<file path="src/rtl/stage3_fetch_unit.sv">
// Fetch endpoint of the three-stage pipeline: PC register, instruction-bus
// request FSM, one-entry hold buffer and the IF/EX latch.
//
// state   | meaning
// IDLE    | no bus access, waiting for fetch enable
// REQ     | read issued at pc_f, waiting for imem_busy to drop
// HOLD    | completed word parked until the hazard unit grants pc_en
// DISCARD | redirected while busy; draining the stale access at stale_addr
module stage3_fetch_unit #(
    parameter logic [31:0] RESET_PC = 32'h8000_0000
) (
    input  logic        CLK,
    input  logic        RST,
    input  logic        pc_en,
    input  logic        npc_sel,
    input  logic        insert_priv_pc,
    input  logic        rollback,
    input  logic [31:0] priv_pc,
    input  logic [31:0] brj_addr,
    input  logic [31:0] rollback_addr,
    input  logic        iren,
    input  logic        suppress_iren,
    input  logic        if_ex_stall,
    input  logic        if_ex_flush,
    input  logic        imem_busy,
    input  logic [31:0] imem_rdata,
    output logic        imem_ren,
    output logic [31:0] imem_addr,
    output logic        i_mem_busy,
    output logic [31:0] pc_f,
    output logic        rv32c_ready,
    output logic        fetch_valid,
    output logic [31:0] fetch_instr,
    output logic [31:0] fetch_pc,
    output logic [31:0] fetch_pc4
);

    typedef enum logic [1:0] {
        S_IDLE,
        S_REQ,
        S_HOLD,
        S_DISCARD
    } state_t;

    state_t      r_state;
    state_t      w_state_nxt;
    logic [31:0] r_pc;
    logic [31:0] w_pc_nxt;
    logic [31:0] r_stale_addr;
    logic [31:0] w_stale_nxt;
    logic [31:0] r_hold_instr;
    logic [31:0] w_hold_nxt;
    logic        w_deliver;
    logic [31:0] w_deliver_instr;
    logic        w_redirect;
    logic        w_gate;
    logic [31:0] w_target_raw;
    logic [31:0] w_target;
    logic [31:0] w_pc_inc;
    state_t      w_after_req;

    logic        r_fetch_valid;
    logic [31:0] r_fetch_instr;
    logic [31:0] r_fetch_pc;
    logic [31:0] r_fetch_pc4;

    assign w_redirect   = pc_en & (insert_priv_pc | rollback | npc_sel);
    assign w_gate       = iren & ~suppress_iren;
    assign w_target_raw = insert_priv_pc ? priv_pc :
                          rollback       ? rollback_addr : brj_addr;
    assign w_target     = {w_target_raw[31:2], 2'b00};
    assign w_pc_inc     = r_pc + 32'd4;
    assign w_after_req  = w_gate ? S_REQ : S_IDLE;

    always_ff @(posedge CLK or posedge RST) begin
        if (RST) begin
            r_state      <= S_IDLE;
            r_pc         <= RESET_PC;
            r_stale_addr <= '0;
            r_hold_instr <= '0;
        end else begin
            r_state      <= w_state_nxt;
            r_pc         <= w_pc_nxt;
            r_stale_addr <= w_stale_nxt;
            r_hold_instr <= w_hold_nxt;
        end
    end

    always_comb begin
        w_state_nxt     = r_state;
        w_pc_nxt        = r_pc;
        w_stale_nxt     = r_stale_addr;
        w_hold_nxt      = r_hold_instr;
        w_deliver       = 1'b0;
        w_deliver_instr = imem_rdata;
        case (r_state)
            S_IDLE: begin
                if (w_redirect) w_pc_nxt = w_target;
                if (w_gate)     w_state_nxt = S_REQ;
            end
            S_REQ: begin
                if (imem_busy) begin
                    // the bus must see a stable address, so retarget via DISCARD
                    if (w_redirect) begin
                        w_stale_nxt = r_pc;
                        w_pc_nxt    = w_target;
                        w_state_nxt = S_DISCARD;
                    end
                end else if (w_redirect) begin
                    w_pc_nxt    = w_target;
                    w_state_nxt = w_after_req;
                end else if (pc_en) begin
                    w_deliver   = 1'b1;
                    w_pc_nxt    = w_pc_inc;
                    w_state_nxt = w_after_req;
                end else begin
                    w_hold_nxt  = imem_rdata;
                    w_state_nxt = S_HOLD;
                end
            end
            S_HOLD: begin
                if (w_redirect) begin
                    w_pc_nxt    = w_target;
                    w_state_nxt = S_REQ;
                end else if (pc_en) begin
                    w_deliver       = 1'b1;
                    w_deliver_instr = r_hold_instr;
                    w_pc_nxt        = w_pc_inc;
                    w_state_nxt     = w_after_req;
                end
            end
            S_DISCARD: begin
                if (w_redirect) w_pc_nxt = w_target;
                if (!imem_busy) w_state_nxt = w_after_req;
            end
            default: w_state_nxt = S_IDLE;
        endcase
    end

    always_ff @(posedge CLK or posedge RST) begin
        if (RST) begin
            r_fetch_valid <= 1'b0;
            r_fetch_instr <= '0;
            r_fetch_pc    <= '0;
            r_fetch_pc4   <= '0;
        end else if (if_ex_flush) begin
            r_fetch_valid <= 1'b0;
        end else if (!if_ex_stall) begin
            if (w_deliver) begin
                r_fetch_valid <= 1'b1;
                r_fetch_instr <= w_deliver_instr;
                r_fetch_pc    <= r_pc;
                r_fetch_pc4   <= w_pc_inc;
            end else begin
                r_fetch_valid <= 1'b0;
            end
        end
    end

    // i_mem_busy depends only on state and imem_busy, never on pc_en
    assign imem_ren    = (r_state == S_REQ) | (r_state == S_DISCARD);
    assign imem_addr   = (r_state == S_DISCARD) ? r_stale_addr : r_pc;
    assign i_mem_busy  = ~((r_state == S_HOLD) | ((r_state == S_REQ) & ~imem_busy));
    assign pc_f        = r_pc;
    assign rv32c_ready = 1'b1;
    assign fetch_valid = r_fetch_valid;
    assign fetch_instr = r_fetch_instr;
    assign fetch_pc    = r_fetch_pc;
    assign fetch_pc4   = r_fetch_pc4;

endmodule

</file>
<file path="config.mk">
export PLATFORM = sky130hd
export DESIGN_NAME = stage3_fetch_unit
export DESIGN_NICKNAME = d
export VERILOG_FILES = /design/src/rtl/stage3_fetch_unit.sv
export SDC_FILE = /design/constraint.sdc
export NUM_CORES = 1
export LEC_CHECK = 0
export CORE_ASPECT_RATIO = 0.5
export CORE_MARGIN = 4
export CORE_UTILIZATION = 40
export DETAILED_ROUTE_END_ITERATION = 10
export PLACE_DENSITY = 0.73
export SLEW_MARGIN = 20
export SYNTH_ARGS = -nofsm -noshare
export SYNTH_HDL_FRONTEND = slang
export SYNTH_SLANG_ARGS = --single-unit
</file>
<file path="constraint.sdc">
create_clock -name CLK -period 9.9 [get_ports CLK]
set_clock_uncertainty 0.2 [all_clocks]
set_input_delay 1.98 -clock CLK [delete_from_list [all_inputs] [get_ports CLK]]
set_output_delay 1.98 -clock CLK [all_outputs]
set_load 0.02 [all_outputs]
</file>
# == After elaboration in Yosys (flattened, before gate mapping) ==
# Cells that the tools add are included.
# totals
register_bits,195
in_bits,139
output_inout_bits,164
elab_cells,64
# op_classes
addsub,1
n_eq_ne,8
muxes,28
n_bitwise,13
n_reduce_logical,6
# ops
operator,count
2-to-1 mux 32 bit,10
case mux 32 bit (3 select lines),1
adder 32 x 3 -> 32 bit (second input constant),1
2-to-1 mux 2 bit,8
AND reduction 3 bit,3
case mux 2 bit (4 select lines),1
2-to-1 mux 1 bit,7
inequality test 3 bit (second input constant),2
inverter 1 bit,6
== test 2 bit (second input constant),2
inequality test 2 bit (second input constant),2
OR 1 bit,4
AND reduction 4 bit,1
AND 1 bit,3
== test 2 x 1 -> 1 bit (second input constant),1
logical NOT 2 bit,1
inequality test 2 x 1 -> 1 bit (second input constant),1
case mux 1 bit (2 select lines),1
OR reduction 2 bit,1

# == Longest topological paths before layout ==
# depth
ltp_word,9
mapped_depth,10

# == Least setup slack after synthesis ==
# OpenSTA, ideal clock, no wires.
# synth_path
path_type,input to output
start,input port imem_busy
end,output port i_mem_busy
arrival_ps,2517
required_ps,7720
setup_slack_ps,5203
path_stages,3
path_buffers,1
path_cell_list,buf_2 nor2b_4 nor2_1
# synth_between
elab_chain_cells,4
# synth_rtl
item,line_no,source
start: declaration,25,"input logic imem_busy,"
inverter 1 bit (no line),-,
AND 1 bit,163,assign i_mem_busy = ~((r_state == S_HOLD) | ((r_state == S_REQ) & ~imem_busy));
OR 1 bit,163,
inverter 1 bit,163,
end: declaration,29,"output logic i_mem_busy,"
# Every way passes these cells.

# == Worst setup path after layout ==
# Same ends and word-level chain as after synthesis.

==> summary.txt <==
STATUS
-------------------------------------------------------------------------------------------
Result of the run ............................................................ finished, final reports clean

CTS
-------------------------------------------------------------------------------------------
Clock-pin transition on the worst setup and hold timing paths ................      0.07 ns
Clock net sink count .........................................................          193
Number of buffers inserted during clock tree synthesis .......................           17
CTS tree .....................................................................        built
Deepest level of the CTS H-tree ..............................................            4
Quantity of hold-fixing buffers added after cts ..............................            0
Resized Gates After CTS ......................................................            0
Setup Fix Bufs, Post-CTS .....................................................            0
Maximum count of clock buffers along a single path ...........................            2
Later-pin clock latency in the skew report ...................................      0.45 ns
CTS root buf ................................................................. sky130_fd_sc_hd__clkbuf_16

ROUTE
-------------------------------------------------------------------------------------------
Remaining number of nets flagged by the antenna check after routing ..........            0
Via-to-Cell Ratio ............................................................         5.42
Routed met1 length ...........................................................    12,300 µm
Highest signal layer in the routed design ....................................         met4
# DRC ........................................................................            0
Detailed Routing Iterations Pass 1 ...........................................            5
Routed wire length ...........................................................    30,100 µm
Wire length per cell after detailed routing ..................................      19.3 µm
Length of routed met3 wiring .................................................      1380 µm
Number of design-rule violations left by the first detailed-router iteration .          627
Detailed-route via count .....................................................        8,454
Met2 wire length .............................................................    15,500 µm

TIMING
-------------------------------------------------------------------------------------------
Max-slew violation count .....................................................            0
Worst Tran Pin Value .........................................................      1.13 ns
Setup_tns ....................................................................         0 ns
Final hold violations ........................................................            0
RSZ-0062 raised after global routing .........................................           no
Fin crit period ..............................................................      5.78 ns
Total setup violations reported at the end of the flow .......................            0
Fraction of the cycle the final worst path needs .............................        58.4%
Maximum frequency from static timing analysis ................................      173 MHz
Headroom to the max-slew limit ...............................................        24.7%

SETUP PATH
-------------------------------------------------------------------------------------------
Worst Setup Path Type ........................................................ primary input to primary output
Buffering stage count on the worst path with inverters included ..............            2
Kind of cell adding the most delay to the critical path ...................... buffers and inverters
WP depth .....................................................................            4
Startpoint of the lowest-slack register-to-register path ..................... r_state[1]$_DFFE_PP0P_
Worst setup SP type .......................................................... primary input
Timing startpoint of the critical path .......................................    imem_busy
Critical path endpoint .......................................................   i_mem_busy
Endpoint of the most critical register-to-register path ...................... fetch_pc[13]$_DFFE_PP0P_
Number of cells on the worst reg-to-reg path .................................            8
Data required time of the worst path .........................................      7.72 ns
Worst path arrival time ......................................................      3.60 ns
Largest driver fanout on the critical path ...................................            9
Capturing element type of the critical path .................................. primary output
Worst setup slack for register-to-register paths .............................      6.22 ns
Cell type with the highest occurrence count on the critical path ............. sky130_fd_sc_hd__clkdlybuf4s50_1
Critical path, cell by cell .................................................. clkdlybuf4s50_1 > nor2b_4 > nor2_1 > clkdlybuf4s50_1
Cell with the largest stage delay on the worst path .......................... sky130_fd_sc_hd__clkdlybuf4s50_1
Stage delay of the slowest cell on the critical path .........................      0.68 ns

FLOORPLANNING
-------------------------------------------------------------------------------------------
Area enclosed by the die boundary ............................................   28,400 µm²
Number of primary I/O pins ...................................................          303
Initial cell density of the core .............................................        40.7%
Area of the placeable core ...................................................   25,200 µm²
Horizontal extent of the die .................................................       234 µm
Number of placement rows .....................................................           41
Die Y-Extent .................................................................       121 µm

PWR
-------------------------------------------------------------------------------------------
Worst ir drop on vdd .........................................................     0.124 mV
Fraction of power spent switching nets .......................................        38.3%
Sequential share of power ....................................................        37.9%
Power per cell area ..........................................................   250 nW/µm²
Power spent charging and discharging nets ....................................    0.00133 W
Part of the total power dissipated in combinational logic ....................        41.4%
Clk pwr share ................................................................        20.7%
Leakage power figure .........................................................      6.02 nW
Internal portion of total power ..............................................    0.00214 W

GLOBAL ROUTE
-------------------------------------------------------------------------------------------
Initial antenna violation count ..............................................            0
Wire length of the first global-routing pass .................................    47,700 µm
Total track usage ............................................................        21.2%
Total gr overflow ............................................................            0
Number of global-route vias before repair ....................................        8,677
Pin count of the biggest net entering global routing .........................          129

YOSYS
-------------------------------------------------------------------------------------------
Library cell occupying the most area in the post-synthesis netlist ........... sky130_fd_sc_hd__dfrtp_1
Multiplexer share of the synthesized area ....................................        20.4%
Cell Area, Synth .............................................................   10,200 µm²
Post-Synth Adder-Cell Area ...................................................       0.733%
EDFF count, synth ............................................................            0
Post-synthesis async set-or-reset flop share .................................         100%
Post-synthesis xor/xnor area fraction ........................................        2.39%
Primary flip-flop cell chosen by synthesis mapping ........................... sky130_fd_sc_hd__dfrtp_1
Combinational family with the most area after synthesis ...................... multiplexers
Synthesized instance count ...................................................          965
Compound-Gate Fraction of Synth Area .........................................        12.8%
Top-area cell type share of the netlist area .................................        46.9%
Mean Syn Cell Area ...........................................................     10.6 µm²
Simple-gate share of the synthesized area ....................................        11.5%
Count of synthesis-stage warnings from yosys .................................            0
Leading post-synthesis cells by cell area .................................... sky130_fd_sc_hd__dfrtp_1 (47%), sky130_fd_sc_hd__mux2_2 (14%), sky130_fd_sc_hd__mux2i_1 (6.0%)
Share of synthesized area occupied by flip-flops and latches .................        47.2%
Net count after synthesis ....................................................        1,110
Distinct cell type count of the synthesized netlist ..........................           72
Post-synthesis sequential element count ......................................          193

FINAL LAYOUT
-------------------------------------------------------------------------------------------
Ant diodes ...................................................................            0
Area of all placed cells without fillers .....................................   13,900 µm²
Area of combinational cells with multiple inputs .............................     4950 µm²
Area taken by flip-flops and latches .........................................     4830 µm²
Number of nets in the layout .................................................        1,348
Synth-to-layout area growth ..................................................        35.5%
Ratio of cells with drive above 1 in the final layout ........................        16.5%
Number of fill cells .........................................................        2,198

PLACED DESIGN
-------------------------------------------------------------------------------------------
Final HPWL DP ................................................................    21,200 µm
Standard cell area after detailed placement ..................................   13,300 µm²
Input/output buffers .........................................................          295
Gp weighted congestion .......................................................        0.855

WORST HOLD PATH
-------------------------------------------------------------------------------------------
Worst hold path type ......................................................... register to register

FLOW RUN
-------------------------------------------------------------------------------------------
Max-capacitance violation count ..............................................            0

-- area by class of cell --
type	count	area share, %
tap	344	3.10
clock buffer	19	3.26
sequential	193	34.8
multi-input combinational	675	35.7
clock inverter	13	1.09
timing repair buffer	303	21.6
inverter	13	0.406
-- cell families (layout without fill, tap and decap cells) --
group,after synthesis,count (layout)
flops,193,193
compound gates,217,217
buf+inv,97,348
mux,192,192
other cells,1,1
fa+ha+maj,6,6
simple gates,231,231
xor+xnor,28,28
-- worst min path at each step --
stage,slack [ns],to,depth (start not counted),from
finish,0.28,fetch_instr[23]$_DFFE_PP0P_,2,fetch_instr[23]$_DFFE_PP0P_
global route,0.30,fetch_instr[15]$_DFFE_PP0P_,2,fetch_instr[15]$_DFFE_PP0P_
CTS,0.29,fetch_instr[15]$_DFFE_PP0P_,2,fetch_instr[15]$_DFFE_PP0P_
detailed placement,0.27,fetch_instr[15]$_DFFE_PP0P_,2,fetch_instr[15]$_DFFE_PP0P_
global placement,0.26,fetch_pc4[26]$_DFFE_PP0P_,2,fetch_pc4[26]$_DFFE_PP0P_
floorplan,0.27,r_stale_addr[30]$_DFFE_PP0P_,1,r_stale_addr[30]$_DFFE_PP0P_
-- through the flow --
step           util, %  setup slack, ns  hold WS, ns  power [W]  instances
2_1_floorplan        -             2.47        0.275    0.00210        965
3_3_place_gp      52.7             4.13        0.261    0.00272       1528
3_5_place_dp      52.7             4.14        0.269    0.00276       1528
4_1_cts           55.1             4.13        0.286    0.00349       1560
5_1_grt           55.1             4.03        0.300    0.00365       1560
6_report          55.1             4.12        0.282    0.00347       1560
-- layer usage --
layer	track usage [%]	vias to the layer above
li1	-	3935
met1	26.6	4211
met2	36.8	243
met3	3.49	65
met4	8.14	0
met5	0	-
-- power groups by stage --
stage	clock network (W)	registers (W)	logic, W
after floorplan	0	0.00133	0.000767
after global placement	0	0.00131	0.00141
after detailed placement	0	0.00133	0.00144
after CTS	0.000737	0.00131	0.00144
after global routing	0.000768	0.00135	0.00153
final	0.000718	0.00131	0.00143
-- placed cells by master, fill, tap and decap left out, types with 4 or more instances in the layout --
cell / netlist / final
sky130_fd_sc_hd__xnor2_1: 11 / 11
sky130_fd_sc_hd__and3_1: 6 / 6
sky130_fd_sc_hd__nor2b_1: 11 / 11
sky130_fd_sc_hd__a21oi_1: 21 / 21
sky130_fd_sc_hd__buf_4: 11 / 8
sky130_fd_sc_hd__nor3_1: 10 / 10
sky130_fd_sc_hd__o21ai_0: 113 / 113
sky130_fd_sc_hd__a31oi_1: 7 / 7
sky130_fd_sc_hd__inv_1: 12 / 11
sky130_fd_sc_hd__nand4_1: 6 / 6
sky130_fd_sc_hd__o311ai_1: 12 / 12
sky130_fd_sc_hd__a211oi_1: 6 / 6
sky130_fd_sc_hd__o21ai_1: 13 / 13
sky130_fd_sc_hd__dfrtp_1: 192 / 192
sky130_fd_sc_hd__nand3_1: 14 / 13
sky130_fd_sc_hd__nor4_1: 4 / 4
sky130_fd_sc_hd__mux2i_1: 61 / 61
sky130_fd_sc_hd__clkbuf_16: 0 / 17
sky130_fd_sc_hd__clkdlybuf4s50_1: 0 / 293
sky130_fd_sc_hd__mux2_2: 131 / 131
sky130_fd_sc_hd__nand2_1: 131 / 131
sky130_fd_sc_hd__xor2_1: 17 / 17
sky130_fd_sc_hd__o211ai_1: 9 / 9
sky130_fd_sc_hd__nand2b_1: 6 / 6
sky130_fd_sc_hd__ha_1: 6 / 5
sky130_fd_sc_hd__nor2_1: 18 / 16
-- state kept, by name, indices dropped and copies added, names as in the netlist --
signal	count
r_hold_instr	32
r_state	2
fetch_instr	32
fetch_pc4	30
fetch_valid	1
pc_f	32
fetch_pc	32
r_stale_addr	32
-- worst register-to-register path, delay by kind of cell, from the launching register on --
| kind | cells | cell delay, ns |
|---|---|---|
| AND/OR/NAND/NOR | 3 | 0.82 |
| multiplexers | 1 | 0.43 |
| flip-flops | 1 | 0.41 |
| buffers and inverters | 3 | 1.33 |
| adder cells (fa/ha/maj) | 1 | 0.37 |
-- cells in the mapped netlist (3+ instances only) --
cell type	n
sky130_fd_sc_hd__inv_1	12
sky130_fd_sc_hd__a41oi_1	3
sky130_fd_sc_hd__a22oi_1	3
sky130_fd_sc_hd__a21oi_1	21
sky130_fd_sc_hd__ha_1	6
sky130_fd_sc_hd__nor4_1	4
sky130_fd_sc_hd__o21ai_0	113
sky130_fd_sc_hd__xor2_1	17
sky130_fd_sc_hd__buf_2	28
sky130_fd_sc_hd__mux2_2	131
sky130_fd_sc_hd__nor2b_1	11
sky130_fd_sc_hd__nor2_1	18
sky130_fd_sc_hd__o311ai_1	12
sky130_fd_sc_hd__a31oi_1	7
sky130_fd_sc_hd__a211oi_1	6
sky130_fd_sc_hd__o22ai_1	3
sky130_fd_sc_hd__and4_1	3
sky130_fd_sc_hd__or2_2	3
sky130_fd_sc_hd__mux2i_1	61
sky130_fd_sc_hd__nand4_1	6
sky130_fd_sc_hd__o32ai_1	3
sky130_fd_sc_hd__o21ai_1	13
sky130_fd_sc_hd__xnor2_1	11
sky130_fd_sc_hd__buf_6	9
sky130_fd_sc_hd__nand3_1	14
sky130_fd_sc_hd__buf_4	11
sky130_fd_sc_hd__and3_1	6
sky130_fd_sc_hd__nand2_1	131
sky130_fd_sc_hd__nand2b_1	6
sky130_fd_sc_hd__dfrtp_1	192
sky130_fd_sc_hd__o211ai_1	9
sky130_fd_sc_hd__clkbuf_1	33
sky130_fd_sc_hd__nor3_1	10
Note: power is estimated with default switching activity, not from simulation.
